### config.mk
export PLATFORM = sky130hd
export DESIGN_NAME = debug_dump
export DESIGN_NICKNAME = d
export VERILOG_FILES = /design/src/rtl/debug_pkg.sv /design/src/rtl/dump_out_stage.sv /design/src/rtl/debug_dump.sv
export SDC_FILE = /design/constraint.sdc
export NUM_CORES = 1
export LEC_CHECK = 0
export ABC_AREA = 1
export ABC_CLOCK_PERIOD_IN_PS = 2200
export BUFFER_PORTS_ARGS = -buffer_cell sky130_fd_sc_hd__buf_4
export CAP_MARGIN = 15
export CORE_MARGIN = 5
export CORE_UTILIZATION = 40
export CTS_CLUSTER_DIAMETER = 200
export DETAILED_ROUTE_END_ITERATION = 10
export PLACE_DENSITY = 0.67
export SKIP_LAST_GASP = 1
export SLEW_MARGIN = 10
export SYNTH_ARGS = -nofsm -noshare
export SYNTH_HDL_FRONTEND = slang
export SYNTH_SLANG_ARGS = --single-unit
### constraint.sdc
create_clock -name clk -period 2.2 [get_ports clk]
set_clock_uncertainty 0.15 [all_clocks]
set_input_delay 0.66 -clock clk [delete_from_list [all_inputs] [get_ports clk]]
set_output_delay 0.66 -clock clk [all_outputs]
set_load 0.01 [all_outputs]
### src/rtl/debug_pkg.sv
`default_nettype none
// ============================================================================
// Module      : debug_pkg
// Description : Shared word tags and controller states for the debug dump
//               engine.
// Revision    : 1.0 - initial release
// ============================================================================
package debug_pkg;

  // Word-type tags carried alongside every snapshot word
  localparam logic [1:0] TAG_PC  = 2'd0;
  localparam logic [1:0] TAG_CYC = 2'd1;
  localparam logic [1:0] TAG_RF  = 2'd2;
  localparam logic [1:0] TAG_DM  = 2'd3;

  // Dump controller states
  typedef enum logic [1:0] {
    IDLE   = 2'd0,
    DRAIN  = 2'd1,
    STREAM = 2'd2
  } dump_state_t;

endpackage
`default_nettype wire

### src/rtl/dump_out_stage.sv
`default_nettype none
// ============================================================================
// Module      : dump_out_stage
// Description : Single-entry valid/ready output register carrying
//               {tag, last, data}. The parent only asserts load_i when the
//               entry is empty or is being accepted in the same cycle.
// Revision    : 1.0 - initial release
// ============================================================================
module dump_out_stage
  import debug_pkg::*;
#(
  parameter int DATA_W = 32
) (
  input  logic              clk,
  input  logic              rst,
  input  logic              load_i,
  input  logic [1:0]        tag_i,
  input  logic              last_i,
  input  logic [DATA_W-1:0] data_i,
  input  logic              ready_i,
  output logic              valid_o,
  output logic [1:0]        tag_o,
  output logic              last_o,
  output logic [DATA_W-1:0] data_o
);

  logic              valid_q;
  logic [1:0]        tag_q;
  logic              last_q;
  logic [DATA_W-1:0] data_q;

  // Load a new word, or drop valid once the held word is taken; hold otherwise
  always_ff @(posedge clk) begin
    if (rst) begin
      valid_q <= 1'b0;
      tag_q   <= TAG_PC;
      last_q  <= 1'b0;
      data_q  <= '0;
    end else if (load_i) begin
      valid_q <= 1'b1;
      tag_q   <= tag_i;
      last_q  <= last_i;
      data_q  <= data_i;
    end else if (valid_q && ready_i) begin
      valid_q <= 1'b0;
    end
  end

  assign valid_o = valid_q;
  assign tag_o   = tag_q;
  assign last_o  = last_q;
  assign data_o  = data_q;

endmodule
`default_nettype wire

### src/rtl/debug_dump.sv
`default_nettype none
// ============================================================================
// Module      : debug_dump
// Description : On request, halts the core and streams PC, cycle count, the
//               whole register file and a data-memory window over a
//               valid/ready port. Word index, address generation and the
//               controller live here; the output register is dump_out_stage.
// Revision    : 1.0 - initial release
// ============================================================================
module debug_dump
  import debug_pkg::*;
#(
  parameter int          DATA_W   = 32,
  parameter int          RF_DEPTH = 32,
  parameter int          DM_WORDS = 32,
  parameter logic [31:0] DM_BASE  = 32'h0,
  parameter int          CNT_W    = 32,
  localparam int         RF_AW    = (RF_DEPTH > 1) ? $clog2(RF_DEPTH) : 1
) (
  input  logic              clk,
  input  logic              rst,
  input  logic              start_i,
  output logic              busy_o,
  output logic              halt_o,
  input  logic [31:0]       pc_i,
  output logic [RF_AW-1:0]  rf_addr_o,
  input  logic [DATA_W-1:0] rf_data_i,
  output logic [31:0]       dm_addr_o,
  input  logic [DATA_W-1:0] dm_data_i,
  output logic              out_valid_o,
  input  logic              out_ready_i,
  output logic [DATA_W-1:0] out_data_o,
  output logic [1:0]        out_tag_o,
  output logic              out_last_o
);

  localparam int N_WORDS = 2 + RF_DEPTH + DM_WORDS;
  localparam int IDX_W   = $clog2(N_WORDS + 1);

  localparam logic [IDX_W-1:0] IDX_CYC  = IDX_W'(1);
  localparam logic [IDX_W-1:0] IDX_RF0  = IDX_W'(2);
  localparam logic [IDX_W-1:0] IDX_DM0  = IDX_W'(2 + RF_DEPTH);
  localparam logic [IDX_W-1:0] IDX_LAST = IDX_W'(N_WORDS - 1);
  localparam logic [IDX_W-1:0] IDX_END  = IDX_W'(N_WORDS);
  localparam logic [CNT_W-1:0] CNT_MAX  = '1;

  dump_state_t      state_q, state_d;
  logic [IDX_W-1:0] idx_q, idx_d;
  logic [CNT_W-1:0] cyc_q;

  logic              w_busy;
  logic              w_accept;
  logic              w_load;
  logic              w_is_rf;
  logic              w_is_dm;
  logic [IDX_W-1:0]  w_rf_off;
  logic [IDX_W-1:0]  w_dm_off;
  logic [1:0]        w_tag;
  logic              w_last;
  logic [DATA_W-1:0] w_data;

  assign w_busy   = (state_q != IDLE);
  assign busy_o   = w_busy;
  assign halt_o   = w_busy;
  assign w_accept = out_valid_o && out_ready_i;
  // The DRAIN cycle ends with the PC load, so loading is allowed in DRAIN too
  assign w_load   = w_busy && (idx_q < IDX_END) && (!out_valid_o || w_accept);

  // Debug read addresses follow the index of the word about to be loaded
  assign w_is_rf   = (idx_q >= IDX_RF0) && (idx_q < IDX_DM0);
  assign w_is_dm   = (idx_q >= IDX_DM0) && (idx_q < IDX_END);
  assign w_rf_off  = idx_q - IDX_RF0;
  assign w_dm_off  = idx_q - IDX_DM0;
  assign rf_addr_o = w_is_rf ? RF_AW'(w_rf_off) : '0;
  assign dm_addr_o = w_is_dm ? (DM_BASE + (32'(w_dm_off) << 2)) : DM_BASE;

  // Select the word, its tag and the last flag for the current index
  always_comb begin
    w_tag  = TAG_PC;
    w_last = 1'b0;
    w_data = DATA_W'(pc_i);
    if (idx_q == IDX_CYC) begin
      w_tag  = TAG_CYC;
      w_data = DATA_W'(cyc_q);
    end else if (w_is_rf) begin
      w_tag  = TAG_RF;
      w_data = rf_data_i;
    end else if (w_is_dm) begin
      w_tag  = TAG_DM;
      w_data = dm_data_i;
      w_last = (idx_q == IDX_LAST);
    end
  end

  // Controller next state and word index
  always_comb begin
    state_d = state_q;
    idx_d   = idx_q;
    if (w_load) begin
      idx_d = idx_q + IDX_W'(1);
    end
    case (state_q)
      IDLE: begin
        idx_d = '0;
        if (start_i) begin
          state_d = DRAIN;
        end
      end
      DRAIN: begin
        state_d = STREAM;
      end
      STREAM: begin
        if (w_accept && out_last_o) begin
          state_d = IDLE;
          idx_d   = '0;
        end
      end
      default: begin
        state_d = IDLE;
        idx_d   = '0;
      end
    endcase
  end

  // Controller state register
  always_ff @(posedge clk) begin
    if (rst) begin
      state_q <= IDLE;
      idx_q   <= '0;
    end else begin
      state_q <= state_d;
      idx_q   <= idx_d;
    end
  end

  // Free-running saturating cycle counter, frozen while the core is halted
  always_ff @(posedge clk) begin
    if (rst) begin
      cyc_q <= '0;
    end else if (!w_busy && (cyc_q != CNT_MAX)) begin
      cyc_q <= cyc_q + CNT_W'(1);
    end
  end

  dump_out_stage #(
    .DATA_W (DATA_W)
  ) u_out_stage (
    .clk     (clk),
    .rst     (rst),
    .load_i  (w_load),
    .tag_i   (w_tag),
    .last_i  (w_last),
    .data_i  (w_data),
    .ready_i (out_ready_i),
    .valid_o (out_valid_o),
    .tag_o   (out_tag_o),
    .last_o  (out_last_o),
    .data_o  (out_data_o)
  );

endmodule
`default_nettype wire

==> results.ini <==
[run_status]
outcome = finished with violations
violations = negative setup slack

[cts]
clk_pin_slew_ns = 0.06
cts.sinks = 77
hold_buffers = 0
htree_num_levels = 3
root_buffer = clkbuf_16
clock_latency_ns = 0.35
numCtsBuffers = 9
tritoncts = built
clock_path_buffers = 2

[power]
clkPwrFrac = 0.225
switching_power_mw = 3.055
cellLeakagePower_nw = 3.453
vdd.ir_drop.worst_v = 0.0007832
comb_power_share = 0.532
p_per_area_mw_per_mm2 = 985.6
sw_frac_of_total = 0.3974
finalPower_mw = 7.687
internal_power_mw = 4.632
power_frac_seq = 0.243

[place]
post-place-ws_ns = -0.03622
portBuffers = 149
gp_congestion = 0.9327
dp.cells = 1192
dp_hpwl_um = 14550

[job]
cap_violations = 0

[setup_path]
critPathMaxStageDelay_ns = 0.35
slowest_stage = dfxtp_2
startpoint_type = register
end_kind = primary output
path_class = register to primary output
ff2ff_setup_slack_ns = -0.16
crit_required_ns = 1.39
path_cells = buf_6, ha_4, nand2_2, inv_2, nand3_4, nand3_4, nand2_8, nor2_2, buf_4
path_common_cell = nand3_4
arrival_ns = 1.62
cp_top_family = simple AND/OR/NAND/NOR gates
critPathBufInv = 3
critPathMaxFanout = 5

[yosys]
ys_types = 30
avgSynthCellArea_um2 = 6.195
synth_seq_cells = 77
synth_area_mm2 = 0.005477
synth_cells = 884
yosysSeqAreaShare = 0.2815
yosysWarnings = 0

[floorplanning]
rows = 42
start_util = 0.4103
die_h_um = 127.0
chipWidth_um = 127.0
io_pins = 175
fp.coreArea_mm2 = 0.01335
die_area_mm2 = 0.01613

[timing]
setup-tns-final_ns = -5.401
tightest_slew_ns = 0.6768
timing.fmax_ghz = 0.4118
fin_crit_sh = 1.104
rsz0062_at_grt = yes
fin_crit_ns = 2.428
hold_violations = 0
slew_headroom = 0.5488
layout_setup_ws_ns = -0.2284
setup_violations = 46
drv_slew = 0

[route]
via_per_inst = 5.325
routed_wl_um = 20930
wl_per_cell_um = 16.92
drtIter0Drc = 489
ant_nets = 0
remaining_drc_errors = 0
firstDrtPassIters = 7
vias = 6587

[finish]
drive_above_1_share = 0.2846
utilization = 0.5843
syn2layout_area_growth_pct = 42.40
instances_no_fill = 1237
nets = 1167
num_antenna_cells = 0

[global_routing]
grt_usage = 0.2349
antenna_found_initial = 0
overflow = 0
grt_max_degree = 62
grt_pass1_wl_um = 30700
grt_pass1_vias = 5816

[hold_path]
hold_path.class = register to register

## cell usage after synthesis
library cell	count	area share
a211oi_1	1	0.0014
a21o_1	1	0.0014
nand2_2	5	0.0057
clkinv_1	1	0.00068
nand3_1	79	0.072
nor3_2	2	0.0037
buf_4	27	0.037
buf_1	3	0.0021
nor3b_1	1	0.0014
nor2_1	77	0.053
xnor2_1	1	0.0016
nand3_4	2	0.0064
inv_2	7	0.0048
inv_1	76	0.052
a21oi_1	99	0.090
o21ai_0	15	0.014
dfxtp_1	77	0.28
a31oi_1	1	0.0011
nand4_1	67	0.077
xor2_1	21	0.034
buf_6	7	0.014
clkbuf_1	17	0.012
o21ai_4	1	0.0030
o211ai_1	1	0.0014
buf_2	26	0.024
conb_1	1	0.00068
nand2_1	242	0.17
nor2_2	2	0.0023
nor3_1	13	0.012
ha_1	11	0.025
## layer usage
layer | share of wire | GRT usage | vias up
met5 | 0 | 0 | -
met4 | 0.032 | 0.08139 | 0
met3 | 0.077 | 0.04424 | 55
met2 | 0.46 | 0.3817 | 283
met1 | 0.43 | 0.3135 | 3052
li1 | - | - | 3197
## power groups by stage
stage / combinational [mW] / sequential (mW) / clock, mW
after detailed placement: 3.24 / 1.90 / 0
after global routing: 4.43 / 1.90 / 1.80
final: 4.09 / 1.87 / 1.73
after floorplan: 1.93 / 1.98 / 0
after CTS: 3.30 / 1.87 / 1.74
after global placement: 3.21 / 1.90 / 0
## path summary, 6_finish.rpt
kind | start | end | depth (start not counted)
worst max-delay path | idx_q[1]$_SDFF_PP0_ | dm_addr_o[5] | 9
worst min-delay path | u_out_stage.data_o[23]$_SDFFE_PP0N_ | u_out_stage.data_o[23]$_SDFFE_PP0N_ | 2
worst max register to register | idx_q[2]$_SDFF_PP0_ | u_out_stage.data_o[29]$_SDFFE_PP0N_ | 13
worst min register to register | u_out_stage.data_o[23]$_SDFFE_PP0N_ | u_out_stage.data_o[23]$_SDFFE_PP0N_ | 2
## what timing repair did
item / 4_1_cts / 5_1_grt
gates resized for setup: 28 / 58
setup buffers: 9 / 16
gates cloned: 1 / 5
pin swaps: 11 / 8
setup endpoints to repair: 14 / 53
## layout by cell type, fill, tap and decap left out, types with 3 or more instances in the layout
cell	count
a21oi_1	84
a21oi_2	12
a21oi_4	3
buf_12	6
buf_4	193
buf_6	8
buf_8	3
clkbuf_16	14
clkbuf_8	4
conb_1	25
dfxtp_1	73
dfxtp_2	3
ha_1	9
inv_1	72
inv_2	8
nand2_1	238
nand2_2	5
nand2_4	4
nand3_1	76
nand3_4	3
nand4_1	67
nor2_1	63
nor2_2	9
nor2_4	7
nor3_1	13
o21ai_0	14
xor2_1	19
## cells by family after synthesis
group,share of synthesized area
buffers and inverters,0.1464
and+or+nand+nor,0.3987
other,0.0006847
xor gates and xnor gates,0.03518
adders and majority gates,0.02513
AOI/OAI and AO/OA,0.1124
DFF,0.2815
## registers in the layout (all words and copies together), names as in the netlist
signal	cells
u_out_stage.data_o	32
u_out_stage.valid_o	1
state_q	2
u_out_stage.last_o	1
cyc_q	32
u_out_stage.tag_o	2
idx_q	7
## per-stage QoR
stage / instance area, um2 / hold slack [ns]
floorplan: 5588 / 0.2935
global placement: 6793 / 0.3012
detailed placement: 6793 / 0.3074
CTS: 7322 / 0.3166
global route: 7799 / 0.3347
finish: 7799 / 0.3141
## area by class of cell
type                    count  area (um2)
multi-input cells         668        3502
inverters                  84       325.3
flip-flops and latches     77        1549
well taps                 176       220.2
repair buffers            216        1857
clock inverters             3       65.06
fillers                  1311        5549
clock buffers              13       280.3
## worst register-to-register path: stages, from the launching register on
cell	delay, ns
dfxtp_4	0.36
inv_6	0.08
ha_4	0.16
nand2_4	0.07
o21ai_4	0.25
buf_4	0.17
buf_6	0.11
buf_12	0.11
nand3_4	0.14
buf_12	0.18
clkbuf_16	0.19
a21oi_1	0.13
nand2_1	0.08
a21oi_1	0.12
Note: power is estimated with default switching activity, not from simulation.
